**src/rtl/pipe_skid_pkg.sv**
```systemverilog
// Shared types and constants for the skid-buffered pipeline stage register.
package pipe_skid_pkg;

    typedef enum logic [1:0] {
        SKID_EMPTY = 2'd0,
        SKID_BUSY  = 2'd1,
        SKID_FULL  = 2'd2
    } skid_state_e;

    localparam int PERF_CNT_W = 32;

endpackage

```
**src/rtl/pipe_skid_perf.sv**
```systemverilog
// Pair of saturating event counters, cleared only by reset.
module pipe_skid_perf
    import pipe_skid_pkg::*;
(
    input  logic                  clock,
    input  logic                  reset,
    input  logic                  stall_event,
    input  logic                  full_event,
    output logic [PERF_CNT_W-1:0] stall_cycles,
    output logic [PERF_CNT_W-1:0] full_cycles
);

    always_ff @(posedge clock or posedge reset) begin
        if (reset) begin
            stall_cycles <= '0;
            full_cycles  <= '0;
        end else begin
            if (stall_event && !(&stall_cycles))
                stall_cycles <= stall_cycles + 1'b1;
            if (full_event && !(&full_cycles))
                full_cycles <= full_cycles + 1'b1;
        end
    end

endmodule

```
**src/rtl/pipe_skid_reg.sv**
```systemverilog
// Pipeline stage register with valid/ready handshake, one-entry skid buffer and flush.
// Optional performance counters are built when PIPE_SKID_PERF_EN is defined.
module pipe_skid_reg
    import pipe_skid_pkg::*;
#(
    parameter int               WIDTH       = 32,
    parameter logic [WIDTH-1:0] RESET_VALUE = '0
) (
    input  logic                  clock,
    input  logic                  reset,
    input  logic                  flush,
    input  logic                  in_valid,
    output logic                  in_ready,
    input  logic [WIDTH-1:0]      in_data,
    output logic                  out_valid,
    input  logic                  out_ready,
    output logic [WIDTH-1:0]      out_data,
    output logic [1:0]            occupancy
`ifdef PIPE_SKID_PERF_EN
    ,
    output logic [PERF_CNT_W-1:0] stall_cycles,
    output logic [PERF_CNT_W-1:0] full_cycles
`endif
);

    skid_state_e      state, state_next;
    logic [WIDTH-1:0] main_q, main_next;
    logic [WIDTH-1:0] skid_q, skid_next;
    logic             acc, fire;

    // in_ready comes straight from the state flop, so no ready path crosses stages.
    assign out_valid = (state != SKID_EMPTY);
    assign in_ready  = (state != SKID_FULL);
    assign out_data  = main_q;
    assign acc       = in_valid & in_ready;
    assign fire      = out_valid & out_ready;

    always_ff @(posedge clock or posedge reset) begin
        if (reset) begin
            state  <= SKID_EMPTY;
            main_q <= RESET_VALUE;
            skid_q <= RESET_VALUE;
        end else begin
            state  <= state_next;
            main_q <= main_next;
            skid_q <= skid_next;
        end
    end

    always_comb begin
        state_next = state;
        main_next  = main_q;
        skid_next  = skid_q;
        occupancy  = 2'd0;
        unique case (state)
            SKID_BUSY: occupancy = 2'd1;
            SKID_FULL: occupancy = 2'd2;
            default:   occupancy = 2'd0;
        endcase
        if (flush) begin
            // A concurrent fire is treated as consumed; a concurrent accept is dropped.
            state_next = SKID_EMPTY;
            main_next  = RESET_VALUE;
            skid_next  = RESET_VALUE;
        end else begin
            case (state)
                SKID_EMPTY: begin
                    if (acc) begin
                        state_next = SKID_BUSY;
                        main_next  = in_data;
                    end
                end
                SKID_BUSY: begin
                    if (acc && fire) begin
                        main_next = in_data;
                    end else if (acc) begin
                        state_next = SKID_FULL;
                        skid_next  = in_data;
                    end else if (fire) begin
                        state_next = SKID_EMPTY;
                        main_next  = RESET_VALUE;
                    end
                end
                SKID_FULL: begin
                    if (fire) begin
                        state_next = SKID_BUSY;
                        main_next  = skid_q;
                        skid_next  = RESET_VALUE;
                    end
                end
                default: begin
                    state_next = SKID_EMPTY;
                    main_next  = RESET_VALUE;
                    skid_next  = RESET_VALUE;
                end
            endcase
        end
    end

`ifdef PIPE_SKID_PERF_EN
    pipe_skid_perf u_perf (
        .clock        (clock),
        .reset        (reset),
        .stall_event  (out_valid & ~out_ready),
        .full_event   (state == SKID_FULL),
        .stall_cycles (stall_cycles),
        .full_cycles  (full_cycles)
    );
`endif

endmodule

```
**config.mk**
```make
export PLATFORM = sky130hd
export DESIGN_NAME = pipe_skid_reg
export DESIGN_NICKNAME = d
export VERILOG_FILES = /design/src/rtl/pipe_skid_pkg.sv /design/src/rtl/pipe_skid_perf.sv /design/src/rtl/pipe_skid_reg.sv
export SDC_FILE = /design/constraint.sdc
export NUM_CORES = 1
export LEC_CHECK = 0
export ABC_AREA = 0
export CORE_MARGIN = 1.5
export CORE_UTILIZATION = 30
export DETAILED_ROUTE_END_ITERATION = 10
export PLACE_DENSITY = 0.59
export SYNTH_ARGS = -nofsm -noshare
export SYNTH_HDL_FRONTEND = slang
export SYNTH_HIERARCHICAL = 1
export SYNTH_SLANG_ARGS = --single-unit
```
**constraint.sdc**
```tcl
create_clock -name clock -period 4.8 [get_ports clock]
set_clock_uncertainty 0.15 [all_clocks]
set_input_delay 0.48 -clock clock [delete_from_list [all_inputs] [get_ports clock]]
set_output_delay 0.48 -clock clock [all_outputs]
set_load 0.1 [all_outputs]
```
==> metrics.txt, run 1 <==
# TYPE chip_impl_metric gauge
chip_impl_metric{name="hold_buffers",unit=""} 0
chip_impl_metric{name="initial_utilization",unit=""} 0.312
chip_impl_info{name="timing.critical_path.cells",value="and2b_1, clkdlybuf4s50_1"} 1
chip_impl_metric{name="post_cts_setup_buffers",unit=""} 0
chip_impl_metric{name="synth_largest_type_area_fraction",unit=""} 0.480
chip_impl_metric{name="worstSkewPairLatency",unit="ns"} 0.32
chip_impl_metric{name="final_critical_path_setup_slack",unit="ns"} 1.27
chip_impl_metric{name="share_of_cells_above_drive_strength_1",unit=""} 0.0724
chip_impl_metric{name="maxClockFrequency",unit="MHz"} 284
chip_impl_metric{name="worst-slew-pin-transition",unit="ns"} 1.18
chip_impl_metric{name="dpl.hpwl",unit="um"} 5150
chip_impl_info{name="timing.critical_path.to_type",value="output port"} 1
chip_impl_metric{name="irDropWorstVdd",unit="mV"} 0.157
chip_impl_metric{name="timing.slew.headroom",unit=""} 0.216
chip_impl_metric{name="layout_worst_path_cycle_share",unit=""} 0.735
chip_impl_metric{name="grt_max_degree",unit=""} 44
chip_impl_info{name="commonest_cells_in_the_synthesized_netlist",value="sky130_fd_sc_hd__dfrtp_1, sky130_fd_sc_hd__mux2i_1, sky130_fd_sc_hd__inv_1"} 1
chip_impl_metric{name="netlist_area",unit="mm2"} 0.00344
chip_impl_metric{name="postSynthNetCount",unit=""} 344
chip_impl_metric{name="timing.final.hold_violations",unit=""} 0
chip_impl_metric{name="floorplan.io_pins",unit=""} 73
chip_impl_metric{name="area.growth.synth_to_final",unit="%"} 29.4
chip_impl_info{name="worst_r2r_startpoint",value="state[1]"} 1
chip_impl_metric{name="maxCapViolCount",unit=""} 0
chip_impl_metric{name="seq_area_frac_synth",unit=""} 0.480
chip_impl_metric{name="worst_setup_hold_path_clk_slew",unit="ns"} 0.05
chip_impl_info{name="worstSetupStartpoint",value="state[1]"} 1
chip_impl_metric{name="finalCriticalPeriod",unit="ns"} 3.53
chip_impl_metric{name="number_of_global_route_vias_before_repair",unit=""} 2525
chip_impl_metric{name="die_area",unit="mm2"} 0.0121
chip_impl_info{name="timing_worst_setup_path_type",value="register to output port"} 1
chip_impl_metric{name="grtUsageTotal",unit=""} 0.145
chip_impl_metric{name="cp.arrival",unit="ns"} 2.90
chip_impl_metric{name="setup_violations",unit=""} 0
chip_impl_metric{name="number_of_search_and_repair_iterations_in_the_first_detailed_routing_pass",unit=""} 4
chip_impl_info{name="startpoint_type",value="register"} 1
chip_impl_metric{name="antenna_found_initial",unit=""} 0
chip_impl_info{name="most_frequent_cell_after_synthesis",value="sky130_fd_sc_hd__dfrtp_1"} 1
chip_impl_metric{name="numClockSinks",unit=""} 66
chip_impl_metric{name="synth.lib_cells_used.distinct",unit=""} 25
chip_impl_info{name="outcome",value="finished, final reports clean"} 1
chip_impl_info{name="critical-path-slowest-cell",value="sky130_fd_sc_hd__dfrtp_2"} 1
chip_impl_metric{name="drc",unit=""} 0
chip_impl_metric{name="power.static_leakage",unit="uW"} 0.00185
chip_impl_metric{name="wirelength",unit="um"} 8200
chip_impl_metric{name="place_ws",unit="ns"} 1.61
chip_impl_info{name="synth_largest_area_cell",value="sky130_fd_sc_hd__dfrtp_1"} 1
chip_impl_info{name="hold_start",value="out_data[24]"} 1
chip_impl_metric{name="synth_warnings",unit=""} 6
chip_impl_metric{name="finalWeightedCongestion",unit=""} 0.720
chip_impl_metric{name="max_stage_delay",unit="ns"} 1.15
chip_impl_metric{name="flip_flop_and_latch_count_after_synthesis",unit=""} 66
chip_impl_metric{name="pwr_density_cell",unit="mW/mm2"} 368
chip_impl_info{name="cts-root-buf",value="sky130_fd_sc_hd__clkbuf_16"} 1
chip_impl_metric{name="io_buffers",unit=""} 72
chip_impl_metric{name="tritoncts.num_buffers",unit=""} 9
chip_impl_metric{name="cts_max_level",unit=""} 3
chip_impl_metric{name="avgSynthCellArea",unit="um2"} 11.2
chip_impl_metric{name="design.core.area",unit="mm2"} 0.0110
chip_impl_info{name="post_synth_main_area_contributors",value="sky130_fd_sc_hd__dfrtp_1, sky130_fd_sc_hd__mux2i_1, sky130_fd_sc_hd__a22o_1"} 1
chip_impl_metric{name="number_of_antenna_diodes",unit=""} 0
chip_impl_metric{name="overflow",unit=""} 0
chip_impl_metric{name="dr_total_vias",unit=""} 2507
chip_impl_metric{name="drt_iter0_drcs",unit=""} 71
chip_impl_metric{name="drtAntennaViolNets",unit=""} 0
chip_impl_info{name="synth_top_flop_cell",value="sky130_fd_sc_hd__dfrtp_1"} 1
chip_impl_metric{name="post_synth_inst_count",unit=""} 307
chip_impl_metric{name="wl_per_cell",unit="um"} 16.0
chip_impl_metric{name="finalSetupTns",unit="ns"} 0
chip_impl_metric{name="width_of_the_die",unit="um"} 110
chip_impl_metric{name="route.detailed.vias_per_inst",unit=""} 4.89
chip_impl_metric{name="grt_first_pass_wirelength",unit="um"} 13200
chip_impl_metric{name="required_time_reported_for_the_critical_path_endpoint",unit="ns"} 4.17
chip_impl_metric{name="final-max-slew-violation-count",unit=""} 0
chip_impl_info{name="rsz0062_at_grt",value="false"} 1
chip_impl_metric{name="postCtsResizedCells",unit=""} 0
chip_impl_info{name="worst_hold_class",value="register to register"} 1
chip_impl_metric{name="cp_max_fo",unit=""} 39
chip_impl_metric{name="fp-row-count",unit=""} 38
chip_impl_metric{name="synth_async_sr_flop_share",unit=""} 1.00
chip_impl_metric{name="synth-edff-count",unit=""} 0
chip_impl_metric{name="die_h",unit="um"} 110
chip_impl_info{name="tritoncts",value="yes"} 1
chip_impl_metric{name="final_nets",unit=""} 406
chip_impl_metric{name="cts_max_path_buffers",unit=""} 2
-- through the flow --
stage	utilization	area (um2)	instances	hold slack, ns	total power [uW]
6_report	0.404	4450	513	0.347	1640
5_1_grt	0.404	4450	513	0.366	1710
4_1_cts	0.404	4450	513	0.357	1650
3_5_place_dp	0.379	4180	498	0.342	1050
3_3_place_gp	0.379	4180	498	0.338	1050
2_1_floorplan	-	3440	307	0.347	940
-- layout make-up --
cell class	count	area, um2
Clock buffer	12	256
Clock inverter	3	15.0
Fill cell	1101	6580
Inverter	34	128
Multi-Input combinational cell	182	1480
Sequential cell	66	1650
Tap cell	140	175
Timing Repair Buffer	76	751
-- sequential cells by signal (all words and copies together) (netlist names) --
name / cells
out_data: 32
state: 2
skid_q: 32
-- worst paths after layout --
kind	to	slack [ns]	cells past startpoint
max in group asynchronous	state[1]	3.15	3
worst min register to register	out_data[24]	0.35	1
worst max-delay path	occupancy[1]	1.27	2
worst max register to register	out_data[0]	2.02	4
worst min-delay path	out_data[24]	0.35	1
min in group asynchronous	out_data[23]	0.37	2
-- placed cells by master (no fill, tap or decap) --
master	n
sky130_fd_sc_hd__a2bb2oi_1	1
sky130_fd_sc_hd__nor2b_2	2
sky130_fd_sc_hd__buf_4	4
sky130_fd_sc_hd__nor3_1	1
sky130_fd_sc_hd__or2_2	1
sky130_fd_sc_hd__nor2_1	5
sky130_fd_sc_hd__nand2_1	33
sky130_fd_sc_hd__or3b_1	1
sky130_fd_sc_hd__mux2i_1	65
sky130_fd_sc_hd__clkinv_2	3
sky130_fd_sc_hd__a22o_1	32
sky130_fd_sc_hd__clkbuf_8	2
sky130_fd_sc_hd__inv_1	33
sky130_fd_sc_hd__inv_2	1
sky130_fd_sc_hd__a22o_2	1
sky130_fd_sc_hd__dfrtp_1	65
sky130_fd_sc_hd__nor2_4	3
sky130_fd_sc_hd__o2bb2ai_1	32
sky130_fd_sc_hd__clkdlybuf4s50_1	72
sky130_fd_sc_hd__dfrtp_2	1
sky130_fd_sc_hd__clkbuf_1	1
sky130_fd_sc_hd__o22a_1	1
sky130_fd_sc_hd__clkbuf_16	9
sky130_fd_sc_hd__nor2b_1	1
sky130_fd_sc_hd__and2b_1	1
sky130_fd_sc_hd__a21oi_1	2
-- metal layers --
layer | vias up | part of all wire | global-route usage
li1 | 1207 | - | -
met1 | 1225 | 0.48 | 0.198
met2 | 65 | 0.47 | 0.226
met3 | 10 | 0.038 | 0.0288
met4 | 0 | 0.015 | 0.0604
met5 | - | 0 | 0
-- cell families (layout without fill, tap and decap cells) --
kind of cell	Yosys count	count (layout)	share of synthesized area
AND/OR/NAND/NOR	48	48	0.0640
AO/OA/AOI/OAI	69	69	0.174
flip-flops	66	66	0.480
buffers and inverters	59	125	0.0937
multiplexers	65	65	0.189
-- critical path, delay by kind of cell (launching register included) --
family,cells,cell delay (ns)
buffers and inverters,1,1.14
DFF,1,1.15
and+or+nand+nor,1,0.28
-- report_power, final --
group          internal (uW)  switching [uW]  leakage [uW]
Clock                    372             228      0.000138
Combinational            128             288      0.000815
Sequential               594            31.6      0.000894
No activity file was read; power rests on OpenSTA's default activity.
==> run 2: changes to the inputs <==
PLACE_DENSITY = 0.61   (was 0.59)
clock period = 3.2 ns   (was 4.8 ns; I/O delays follow)
==> metrics.txt, run 2 (synthesis gave the netlist of run 1 again) <==
# TYPE chip_impl_metric gauge
chip_impl_info{name="outcome",value="finished, final reports clean"} 1
chip_impl_metric{name="grt_max_degree",unit=""} 40
chip_impl_metric{name="final_nets",unit=""} 408
chip_impl_metric{name="tritoncts.num_buffers",unit=""} 9
chip_impl_info{name="worst_hold_class",value="input pin to async pin"} 1
chip_impl_metric{name="worstSkewPairLatency",unit="ns"} 0.33
chip_impl_metric{name="place_area",unit="mm2"} 0.00420
chip_impl_metric{name="area.growth.synth_to_final",unit="%"} 31.5
chip_impl_metric{name="die_area",unit="mm2"} 0.0121
chip_impl_metric{name="finalCriticalPeriod",unit="ns"} 2.34
chip_impl_metric{name="timing.hold.ws",unit="ns"} 0.261
chip_impl_metric{name="irDropWorstVdd",unit="mV"} 0.234
chip_impl_metric{name="share_of_cells_above_drive_strength_1",unit=""} 0.120
chip_impl_metric{name="dpl.hpwl",unit="um"} 4990
chip_impl_metric{name="floorplan.io_pins",unit=""} 73
chip_impl_metric{name="route.detailed.vias_per_inst",unit=""} 4.94
chip_impl_metric{name="worst_setup_hold_path_clk_slew",unit="ns"} 0.06
chip_impl_metric{name="cp_num_buf_inv",unit=""} 1
chip_impl_metric{name="hold_buffers",unit=""} 0
chip_impl_metric{name="maxCapViolCount",unit=""} 0
chip_impl_metric{name="cts_max_level",unit=""} 3
chip_impl_info{name="most-common-layout-cells",value="sky130_fd_sc_hd__mux2i_1, sky130_fd_sc_hd__dfrtp_1, sky130_fd_sc_hd__clkdlybuf4s50_1"} 1
chip_impl_metric{name="drc",unit=""} 0
chip_impl_metric{name="wirelength",unit="um"} 8380
chip_impl_metric{name="cp_max_fo",unit=""} 2
chip_impl_metric{name="overflow",unit=""} 0
chip_impl_metric{name="timing.final.hold_violations",unit=""} 0
chip_impl_info{name="worstSetupStartpoint",value="out_data[9]"} 1
chip_impl_metric{name="maxClockFrequency",unit="MHz"} 427
chip_impl_metric{name="final_core_util",unit=""} 0.411
chip_impl_info{name="startpoint_type",value="register"} 1
chip_impl_metric{name="final_area",unit="mm2"} 0.00453
chip_impl_info{name="cell_class_contributing_the_biggest_share_of_worst_path_delay",value="buffers and inverters"} 1
chip_impl_info{name="cts-root-buf",value="sky130_fd_sc_hd__clkbuf_16"} 1
chip_impl_metric{name="post_cts_setup_buffers",unit=""} 0
chip_impl_metric{name="drt_iter0_drcs",unit=""} 144
chip_impl_metric{name="number_of_antenna_diodes",unit=""} 0
chip_impl_metric{name="worst-slew-pin-transition",unit="ns"} 0.978
chip_impl_metric{name="grt_first_pass_wirelength",unit="um"} 14000
chip_impl_metric{name="number_of_global_route_vias_before_repair",unit=""} 2694
chip_impl_metric{name="number_of_search_and_repair_iterations_in_the_first_detailed_routing_pass",unit=""} 4
chip_impl_metric{name="layout_worst_path_cycle_share",unit=""} 0.732
chip_impl_metric{name="initial_utilization",unit=""} 0.312
chip_impl_metric{name="max_stage_delay",unit="ns"} 1.16
chip_impl_metric{name="grtUsageTotal",unit=""} 0.153
chip_impl_metric{name="wl_per_cell",unit="um"} 16.2
chip_impl_metric{name="final-max-slew-violation-count",unit=""} 0
chip_impl_metric{name="power.static_leakage",unit="uW"} 0.00191
chip_impl_info{name="worst_r2r_startpoint",value="state[0]"} 1
chip_impl_info{name="rsz0062_at_grt",value="false"} 1
chip_impl_info{name="tritoncts",value="yes"} 1
chip_impl_metric{name="required_time_reported_for_the_critical_path_endpoint",unit="ns"} 2.73
chip_impl_metric{name="cts_max_path_buffers",unit=""} 2
chip_impl_metric{name="cp.arrival",unit="ns"} 1.87
chip_impl_metric{name="antenna_found_initial",unit=""} 0
chip_impl_metric{name="dr_total_vias",unit=""} 2551
chip_impl_info{name="critical-path-slowest-cell",value="sky130_fd_sc_hd__clkdlybuf4s50_1"} 1
chip_impl_info{name="timing_worst_setup_path_type",value="register to output port"} 1
chip_impl_metric{name="numClockSinks",unit=""} 66
chip_impl_metric{name="finalSetupTns",unit="ns"} 0
chip_impl_metric{name="fillerInstances",unit=""} 1094
chip_impl_metric{name="fp-row-count",unit=""} 38
chip_impl_metric{name="pwr_density_cell",unit="mW/mm2"} 585
chip_impl_metric{name="width_of_the_die",unit="um"} 110
chip_impl_metric{name="timing.slew.headroom",unit=""} 0.346
chip_impl_metric{name="io_buffers",unit=""} 72
chip_impl_metric{name="design.core.area",unit="mm2"} 0.0110
chip_impl_metric{name="postCtsResizedCells",unit=""} 0
chip_impl_info{name="timing.critical_path.to_type",value="output port"} 1
chip_impl_metric{name="die_h",unit="um"} 110
chip_impl_metric{name="finalWeightedCongestion",unit=""} 0.734
chip_impl_metric{name="setup_violations",unit=""} 0
chip_impl_metric{name="drtAntennaViolNets",unit=""} 0
chip_impl_info{name="timing.critical_path.cells",value="clkdlybuf4s50_1"} 1
run 2: worst paths after layout:
kind / to / slack, ns / depth (start not counted)
setup / recovery: out_data[9] / 0.86 / 1
hold / removal: out_data[17] / 0.26 / 2
setup reg to reg: skid_q[13] / 1.13 / 5
hold reg to reg: out_data[17] / 0.35 / 1
max in group asynchronous: state[1] / 1.99 / 3
min in group clock: out_data[17] / 0.35 / 1
run 2: worst reg2reg max path: cells and delay by family, from the launching register on:
kind                   cells  cell delay, ns
buffers and inverters      2            0.79
DFF                        1            0.37
muxes                      1            0.31
AOI/OAI and AO/OA          1            0.30
and+or+nand+nor            1            0.08
run 2: area by class of cell:
cell class                 count  area, um2  share of cell area
inverter                      34        128              0.0282
tap                          140        175              0.0387
clock inverter                 6       88.8              0.0196
sequential                    66       1650               0.365
multi-input combinational    182       1480               0.326
timing repair buffer          78        768               0.170
clock buffer                  10        239              0.0528
run 2: where the power goes:
group	total [uW]	switching, uW	internal [uW]
combinational	640	448	192
sequential	924	33.9	891
clock	1080	379	704
total	2650	860	1790
run 2: routing by layer:
| layer | global-route usage | wire, um |
|---|---|---|
| met1 | 0.191 | 3670 |
| met2 | 0.258 | 4200 |
| met3 | 0.0447 | 420 |
| met4 | 0.0440 | 83 |
| met5 | 0 | 0 |
run 2: stage by stage:
step           setup WS (ns)  total power, uW  instances
2_1_floorplan          0.545             1410        307
3_3_place_gp           0.856             1580        500
3_5_place_dp           0.738             1590        500
4_1_cts                0.854             2680        516
5_1_grt                0.818             2760        516
6_report               0.857             2650        516
==> run 3: changes to the inputs <==
clock period = 2.05 ns   (was 3.2 ns; I/O delays follow)
==> metrics.txt, run 3 (synthesis gave the netlist of run 1 again) <==
# TYPE chip_impl_metric gauge
chip_impl_metric{name="cts_max_path_buffers",unit=""} 2
chip_impl_metric{name="final_core_util",unit=""} 0.425
chip_impl_metric{name="width_of_the_die",unit="um"} 110
chip_impl_info{name="tritoncts",value="yes"} 1
chip_impl_metric{name="drt_iter0_drcs",unit=""} 109
chip_impl_metric{name="net_switching_fraction_of_the_power",unit=""} 0.306
chip_impl_metric{name="timing.hold.ws",unit="ns"} 0.00377
chip_impl_metric{name="grt_first_pass_wirelength",unit="um"} 12900
chip_impl_metric{name="non_filler_cells_final",unit=""} 527
chip_impl_metric{name="die_area",unit="mm2"} 0.0121
chip_impl_metric{name="die_h",unit="um"} 110
chip_impl_metric{name="timing.final.hold_violations",unit=""} 0
chip_impl_metric{name="share_of_cells_above_drive_strength_1",unit=""} 0.202
chip_impl_metric{name="maxClockFrequency",unit="MHz"} 529
chip_impl_metric{name="power_switching",unit="uW"} 1340
chip_impl_metric{name="io_buffers",unit=""} 72
chip_impl_metric{name="pwr_density_cell",unit="mW/mm2"} 933
chip_impl_metric{name="design.core.area",unit="mm2"} 0.0110
chip_impl_metric{name="final-max-slew-violation-count",unit=""} 0
chip_impl_metric{name="fillerInstances",unit=""} 1070
chip_impl_metric{name="power_frac_comb",unit=""} 0.237
chip_impl_info{name="worst_hold_class",value="input pin to async pin"} 1
chip_impl_metric{name="final_area",unit="mm2"} 0.00469
chip_impl_metric{name="cts_max_level",unit=""} 3
chip_impl_metric{name="worst_setup_hold_path_clk_slew",unit="ns"} 0.06
chip_impl_metric{name="cp_max_fo",unit=""} 32
chip_impl_metric{name="numClockSinks",unit=""} 66
chip_impl_info{name="timing_worst_setup_path_type",value="register to register"} 1
chip_impl_metric{name="power.static_leakage",unit="uW"} 0.00206
chip_impl_metric{name="cp.arrival",unit="ns"} 1.99
chip_impl_metric{name="required_time_reported_for_the_critical_path_endpoint",unit="ns"} 2.15
chip_impl_metric{name="dpl.hpwl",unit="um"} 5480
chip_impl_metric{name="finalCriticalPeriod",unit="ns"} 1.89
chip_impl_metric{name="tritoncts.num_buffers",unit=""} 9
chip_impl_metric{name="seq_power_share",unit=""} 0.330
chip_impl_metric{name="route.detailed.vias_per_inst",unit=""} 4.84
chip_impl_metric{name="floorplan.io_pins",unit=""} 73
chip_impl_metric{name="number_of_antenna_diodes",unit=""} 0
chip_impl_metric{name="cell_internal_pwr",unit="uW"} 3040
chip_impl_metric{name="dp.cells",unit=""} 511
chip_impl_metric{name="number_of_search_and_repair_iterations_in_the_first_detailed_routing_pass",unit=""} 4
chip_impl_metric{name="drc",unit=""} 0
chip_impl_metric{name="overflow",unit=""} 0
chip_impl_metric{name="setup_violations",unit=""} 0
chip_impl_metric{name="drtAntennaViolNets",unit=""} 0
chip_impl_metric{name="layout_worst_path_cycle_share",unit=""} 0.922
chip_impl_metric{name="worst-slew-pin-transition",unit="ns"} 0.855
chip_impl_info{name="cts-root-buf",value="sky130_fd_sc_hd__clkbuf_16"} 1
chip_impl_metric{name="maxCapViolCount",unit=""} 0
chip_impl_metric{name="final_nets",unit=""} 419
chip_impl_metric{name="number_of_global_route_vias_before_repair",unit=""} 2473
chip_impl_info{name="rsz0062_at_grt",value="false"} 1
chip_impl_metric{name="place_area",unit="mm2"} 0.00432
chip_impl_metric{name="post_cts_setup_buffers",unit=""} 0
chip_impl_metric{name="p_clk_frac",unit=""} 0.433
chip_impl_metric{name="postCtsResizedCells",unit=""} 0
chip_impl_metric{name="timing.slew.headroom",unit=""} 0.428
chip_impl_metric{name="irDropWorstVdd",unit="mV"} 0.397
chip_impl_info{name="timing.critical_path.to_type",value="register"} 1
chip_impl_metric{name="grt_max_degree",unit=""} 33
chip_impl_metric{name="antenna_found_initial",unit=""} 0
chip_impl_metric{name="wl_per_cell",unit="um"} 15.8
chip_impl_metric{name="initial_utilization",unit=""} 0.312
chip_impl_metric{name="hold_buffers",unit=""} 0
chip_impl_info{name="most-common-layout-cells",value="sky130_fd_sc_hd__mux2i_1, sky130_fd_sc_hd__dfrtp_1, sky130_fd_sc_hd__buf_4"} 1
chip_impl_metric{name="finalWeightedCongestion",unit=""} 0.785
chip_impl_info{name="outcome",value="finished, final reports clean"} 1
chip_impl_metric{name="worstSkewPairLatency",unit="ns"} 0.32
chip_impl_metric{name="grtUsageTotal",unit=""} 0.141
chip_impl_metric{name="dr_total_vias",unit=""} 2551
chip_impl_metric{name="area.growth.synth_to_final",unit="%"} 36.2
chip_impl_metric{name="wirelength",unit="um"} 8330
chip_impl_metric{name="fp-row-count",unit=""} 38
chip_impl_info{name="startpoint_type",value="register"} 1
run 3: changes by cell type in the layout (fill, tap and decap cells not counted):
cell,before,now
sky130_fd_sc_hd__buf_4,17,43
sky130_fd_sc_hd__clkdlybuf4s50_1,58,36
sky130_fd_sc_hd__buf_12,3,10
sky130_fd_sc_hd__bufinv_16,2,4
sky130_fd_sc_hd__clkinvlp_4,2,0
sky130_fd_sc_hd__and2b_1,1,0
sky130_fd_sc_hd__and2b_2,0,1
sky130_fd_sc_hd__clkbuf_1,0,1
sky130_fd_sc_hd__clkbuf_8,1,0
sky130_fd_sc_hd__clkinv_2,1,0
sky130_fd_sc_hd__clkinv_4,0,1
sky130_fd_sc_hd__nor2b_2,2,1
sky130_fd_sc_hd__nor2b_4,0,1
run 3: routing by layer:
layer	up-vias	GRT usage	routed length, um
met5	-	0	0
met4	0	0.0366	57
met3	4	0.0412	432
met2	63	0.224	3980
met1	1245	0.189	3870
li1	1239	-	-
run 3: final timing paths:
path	startpoint	endpoint	slack (ns)	cells after the start
max reg2reg	state[1]	out_data[29]	0.16	4
min	reset	skid_q[25]	0.004	2
min reg2reg	out_data[16]	out_data[16]	0.35	1
min in group clock	in_data[6]	skid_q[6]	0.34	3
max in group asynchronous	reset	out_data[15]	1.27	3
max	state[1]	out_data[29]	0.16	4
run 3: per-stage QoR:
stage          setup WS [ns]  setup TNS [ns]  power [uW]
3_5_place_dp          -0.156           -4.57        2510
6_report               0.161               0        4370
5_1_grt               0.0416               0        4530
3_3_place_gp         -0.0444           -1.34        2500
4_1_cts                0.137               0        4420
2_1_floorplan         -0.131           -7.07        2200
run 3: power by group through the flow:
stage | logic, uW | clock network, uW | registers (uW)
after CTS | 1050 | 1920 | 1440
after global placement | 1030 | 0 | 1470
final | 1040 | 1890 | 1440
after floorplan | 366 | 0 | 1840
after global routing | 1090 | 1990 | 1450
after detailed placement | 1050 | 0 | 1470
run 3: critical path, stage by stage (launching register included):
cell                        delay, ns
sky130_fd_sc_hd__dfrtp_2         0.44
sky130_fd_sc_hd__mux2i_1         0.16
sky130_fd_sc_hd__a2bb2oi_1       0.17
sky130_fd_sc_hd__nor2_4          0.66
sky130_fd_sc_hd__a22o_1          0.23
run 3: cell type report:
type | instances | area, um2 | share of cell area
clock buffer | 10 | 229 | 0.0488
clock inverter | 6 | 138 | 0.0294
multi-input combinational | 182 | 1480 | 0.316
tap | 140 | 175 | 0.0374
sequential | 66 | 1650 | 0.353
inverter | 34 | 128 | 0.0272
timing repair buffer | 89 | 883 | 0.188
